--- src/rtl/fp32_to_int32.sv ---
// fp32_to_int32: two-stage pipelined IEEE-754 binary32 to signed int32
// converter. Rounds toward zero, saturates on overflow/infinity, returns a
// programmable value for NaN, and uses a valid/ready handshake on both sides.
module fp32_to_int32 #(
  parameter logic [31:0] NAN_VALUE = 32'h8000_0000
) (
  input  logic        clk,
  input  logic        rst_n,
  input  logic        in_valid,
  output logic        in_ready,
  input  logic [31:0] in_data,
  output logic        out_valid,
  input  logic        out_ready,
  output logic [31:0] out_data,
  output logic        out_invalid,
  output logic        out_inexact
);

  typedef enum logic [1:0] {
    CLS_ZERO = 2'd0,  // zero or denormal (exp field == 0)
    CLS_NORM = 2'd1,
    CLS_INF  = 2'd2,
    CLS_NAN  = 2'd3
  } cls_t;

  localparam logic [31:0] POS_SAT = 32'h7FFF_FFFF;
  localparam logic [31:0] NEG_SAT = 32'h8000_0000;

  // Stage 1 registers: decoded operand
  logic               s1_valid;
  logic               s1_sign;
  logic signed [8:0]  s1_exp;
  logic [23:0]        s1_sig;
  cls_t               s1_cls;

  // Decode of the incoming operand
  logic [7:0]         dec_exp_field;
  logic [22:0]        dec_frac;
  logic signed [8:0]  dec_exp;
  logic [23:0]        dec_sig;
  cls_t               dec_cls;

  // Conversion results from stage 1 contents
  logic [53:0]        conv_shifted;
  logic [30:0]        conv_mag;
  logic [31:0]        conv_data;
  logic               conv_invalid;
  logic               conv_inexact;

  // Stage 2 may take a new result when it is empty or being drained.
  logic               advance;

  assign advance  = !out_valid || out_ready;
  assign in_ready = rst_n && (!s1_valid || advance);

  // Split the operand into sign, unbiased exponent, significand and class
  always_comb begin
    dec_exp_field = in_data[30:23];
    dec_frac      = in_data[22:0];
    dec_exp       = $signed({1'b0, dec_exp_field}) - 9'sd127;
    dec_sig       = {(dec_exp_field != 8'd0), dec_frac};
    if (dec_exp_field == 8'd0) begin
      dec_cls = CLS_ZERO;
    end else if (dec_exp_field == 8'hFF) begin
      dec_cls = (dec_frac != 23'd0) ? CLS_NAN : CLS_INF;
    end else begin
      dec_cls = CLS_NORM;
    end
  end

  // Truncating conversion; the 54-bit product sig*2^e keeps the integer part
  // in [53:23] and every discarded fraction bit in [22:0].
  always_comb begin
    conv_data    = 32'd0;
    conv_invalid = 1'b0;
    conv_inexact = 1'b0;
    conv_shifted = {30'd0, s1_sig} << s1_exp[4:0];
    conv_mag     = conv_shifted[53:23];
    case (s1_cls)
      CLS_NAN: begin
        conv_data    = NAN_VALUE;
        conv_invalid = 1'b1;
      end
      CLS_INF: begin
        conv_data    = s1_sign ? NEG_SAT : POS_SAT;
        conv_invalid = 1'b1;
      end
      CLS_ZERO: begin
        // Denormals truncate to zero; only a true zero is exact.
        conv_inexact = (s1_sig != 24'd0);
      end
      default: begin
        if (s1_exp < 9'sd0) begin
          conv_inexact = 1'b1;
        end else if (s1_exp <= 9'sd30) begin
          conv_inexact = (conv_shifted[22:0] != 23'd0);
          conv_data    = s1_sign ? (32'd0 - {1'b0, conv_mag}) : {1'b0, conv_mag};
        end else if ((s1_exp == 9'sd31) && s1_sign && (s1_sig[22:0] == 23'd0)) begin
          // -2^31 is the one representable value with e == 31.
          conv_data = NEG_SAT;
        end else begin
          conv_data    = s1_sign ? NEG_SAT : POS_SAT;
          conv_invalid = 1'b1;
        end
      end
    endcase
  end

  // Pipeline registers: stage 1 loads on input handshake, stage 2 on advance
  always_ff @(posedge clk) begin
    if (!rst_n) begin
      s1_valid    <= 1'b0;
      out_valid   <= 1'b0;
      out_data    <= 32'd0;
      out_invalid <= 1'b0;
      out_inexact <= 1'b0;
    end else begin
      if (in_ready) begin
        s1_valid <= in_valid;
        if (in_valid) begin
          s1_sign <= in_data[31];
          s1_exp  <= dec_exp;
          s1_sig  <= dec_sig;
          s1_cls  <= dec_cls;
        end
      end
      if (advance) begin
        out_valid <= s1_valid;
        if (s1_valid) begin
          out_data    <= conv_data;
          out_invalid <= conv_invalid;
          out_inexact <= conv_inexact;
        end
      end
    end
  end

endmodule

--- config.mk ---
export PLATFORM = sky130hd
export DESIGN_NAME = fp32_to_int32
export DESIGN_NICKNAME = d
export VERILOG_FILES = /design/src/rtl/fp32_to_int32.sv
export SDC_FILE = /design/constraint.sdc
export NUM_CORES = 1
export LEC_CHECK = 0
export ABC_AREA = 1
export CAP_MARGIN = 15
export CORE_ASPECT_RATIO = 1.2
export CORE_MARGIN = 5
export CORE_UTILIZATION = 45
export DETAILED_ROUTE_END_ITERATION = 6
export PLACE_DENSITY = 0.67
export SLEW_MARGIN = 20
export SYNTH_ARGS = -nofsm -noshare
export SYNTH_HDL_FRONTEND = slang
export SYNTH_SLANG_ARGS = --single-unit
--- constraint.sdc ---
create_clock -name clk -period 3.3 [get_ports clk]
set_clock_uncertainty 0.2 [all_clocks]
set_input_delay 0.33 -clock clk [delete_from_list [all_inputs] [get_ports clk]]
set_output_delay 0.33 -clock clk [all_outputs]
set_load 0.01 [all_outputs]
==> results.json <==
{
  "p_per_area_nw_per_um2": 398,
  "seq_power_share_pct": 39.2,
  "num_vias": 5995,
  "avgSynthCellArea_um2": 6.45,
  "yosys.area.top_type": "edfxtp_1",
  "critPathLaunchType": "flop",
  "num_antenna_cells": 0,
  "synth_most_common_cell": "nand2_1",
  "final-setup-viol-count": 0,
  "yosysSeqAreaShare_pct": 33.2,
  "ys_types": 37,
  "die_area_um2": 14400,
  "relSlewSlack_pct": 63.1,
  "synth_nets": 881,
  "synth_commonest_cells": "nand2_1, nand3_1, inv_1",
  "drt-total-wl_mm": 17.2,
  "power_w": 0.00261,
  "finalHoldViolCount": 0,
  "layout-drive-gt1-share_pct": 6.89,
  "syn2layout_area_growth_pct": 20.4,
  "arrival_ns": 3.03,
  "grt_pass1_wl_mm": 28.3,
  "worst_ep_required_time_ns": 3.32,
  "syn_inst": 842,
  "drt_iter0_drc": 496,
  "grt_setup_unrepaired": "no",
  "switching_share_pct": 32.7,
  "cts_buffer_depth": 2,
  "reg2reg_to": "out_data[26]",
  "reg2regPathDepth": 19,
  "ant_nets": 0,
  "p_sw_w": 0.000852,
  "worstSetupPathType": "flop to flop",
  "vias_per_cell": 5.65,
  "finalMaxSlewViolations": 0,
  "status": "complete, no violations",
  "pwr-share-comb_pct": 24.9,
  "ff2ff_setup_slack_ns": 0.30,
  "min_path_cells": 2,
  "num_io_pins": 72,
  "tns_ns": 0,
  "end_kind": "flop",
  "drcViolationCount": 0,
  "rows": 44,
  "antenna_found_initial": 0,
  "dp_hpwl_mm": 13.6,
  "coreArea_um2": 11900,
  "cts_resized": 0,
  "fin_crit_sh_pct": 91.0,
  "tightest_slew_ns": 0.553,
  "pwr-share-clk_pct": 35.9,
  "ys_seq_elements": 72,
  "cts_root_buffer": "clkbuf_16",
  "synth_ff_type": "edfxtp_1",
  "ys_warn_count": 0,
  "die_h_um": 130,
  "globalplace.congestion": 0.951,
  "cts_buffers": 9,
  "max_freq_ghz": 0.333,
  "postSynth.asyncResetShare_pct": 0,
  "grt_pass1_vias": 5718,
  "hold_end": "out_valid",
  "cp_max_fo": 27,
  "ys_top_cells_by_area": "edfxtp_1, nand3_1, nand2_1, dfxtp_1, o21ai_0",
  "grt_usage_pct": 25.0,
  "grt_max_degree": 42,
  "cts_hold_buf": 0,
  "gr-total-overflow": 0,
  "dr.pass1.iters": 5,
  "max-vdd-ir-drop_uv": 282,
  "hp-class": "flop to flop",
  "cts_tree": "built",
  "port-buffer-count": 71,
  "min_period_ns": 3.00,
  "maxCapViolCount": 0,
  "synth_top_area_share_pct": 19.9,
  "wl_per_cell_um": 16.2,
  "cts.sinks": 72,
  "clkSlewWorstSetupHoldPaths_ns": 0.07,
  "clk_latency_ns": 0.34,
  "finalNetCount": 934,
  "p_int_w": 0.00175,
  "chipWidth_um": 110,
  "initial_core_util_pct": 45.5,
  "min_from": "out_valid",
  "cts_setup_buffers": 0,
  "r2r-start": "s1_exp[1]",
  "p_leak_nw": 2.78,
  "synth_edf_count": 36,
  "synth_area_um2": 5430,
  "h-tree-depth": 3
}
==> worst max-delay path by stage <==
stage	cells past startpoint	start	end
floorplan	3	rst_n	s1_cls[0]
CTS	19	s1_exp[1]	out_data[18]
global route	19	s1_exp[1]	out_data[26]
global placement	19	s1_exp[1]	out_data[26]
detailed placement	19	s1_exp[1]	out_data[26]
finish	19	s1_exp[1]	out_data[26]
==> logic make-up (layout without fill, tap and decap cells) <==
| logic type | count (synthesis) | count (layout) | share of synthesized area [%] |
|---|---|---|---|
| flip-flops | 72 | 72 | 33.2 |
| AO/OA/AOI/OAI | 113 | 113 | 11.2 |
| XOR/XNOR | 7 | 7 | 1.13 |
| AND/OR/NAND/NOR | 549 | 549 | 46.0 |
| adder cells (fa/ha/maj) | 3 | 3 | 0.691 |
| buffers and inverters | 98 | 156 | 7.83 |
==> power by group through the flow <==
stage | clock network, W | logic [W] | registers, W
4_1_cts | 0.000954 | 0.000646 | 0.00102
6_report | 0.000936 | 0.000649 | 0.00102
2_1_floorplan | 0 | 0.000405 | 0.00105
5_1_grt | 0.000989 | 0.000727 | 0.00103
3_3_place_gp | 0 | 0.000638 | 0.00104
3_5_place_dp | 0 | 0.000643 | 0.00104
==> critical path, stage by stage (launching register included) <==
cell and delay [ns]:
edfxtp_1 0.40, inv_2 0.35, o21ai_0 0.25, nand2_1 0.11, nand2_1 0.09, nand3_1 0.12
nand3_1 0.08, nand2_1 0.11, ha_1 0.18, nand2_1 0.07, nor2_2 0.15, inv_2 0.06
nor2_2 0.16, nand2_1 0.11, nand2_2 0.11, nand2_1 0.07, nand2_1 0.06, nand3_1 0.06
nand2_1 0.07, a21oi_1 0.06
==> layer usage <==
metal	routed length, um	up-vias	GRT usage, %	share of wire, %
met5	0	-	0	0
met4	421	0	7.97	2.5
met3	798	32	3.96	4.6
met2	8670	183	43.8	51
met1	7270	2760	31.5	42
li1	-	3020	-	-
==> flip-flops by register name, summed over array words and instances, names as in the netlist <==
name and count:
out_valid 1, s1_cls 2, s1_exp 9, out_invalid 1, out_inexact 1, s1_valid 1
s1_sign 1, out_data 32, s1_sig 24
==> cell usage in the layout, fill, tap and decap left out, drive strengths merged <==
cell type and instances:
o21ai 53, nor4 12, a21oi 48, a31oi 3
edfxtp 36, a32oi 1, nand3b 3, a22oi 1
nor3 11, o311ai 1, buf 17, clkbuf 9
clkdlybuf4s50 71, or4 1, nand3 219, dfxtp 36
nand2 235, nor2 50, nand4 15, and3 3
o31ai 3, inv 58, o21a 1, a211oi 1
clkinvlp 1, ha 3, o211ai 1, xor2 7
==> layout make-up <==
cell class              count  area [um^2]
repair buffers             88          838
well taps                 161          201
fillers                  1256         5410
inverters                  52          198
clock inverters             7         57.6
clock buffers               9          225
multi-input cells         672         3220
flip-flops and latches     72         1800
==> through the flow <==
step	std cells	hold WS, ns	util [%]	area (um^2)	setup slack [ns]
after detailed placement	1045	0.304	52.4	6260	0.325
after global routing	1061	0.342	54.7	6540	0.00364
after floorplan	842	0.229	-	5430	0.512
after CTS	1061	0.317	54.7	6540	0.333
final	1061	0.312	54.7	6540	0.297
after global placement	1045	0.294	52.4	6260	0.408
Power figures use the tool's default switching activity.
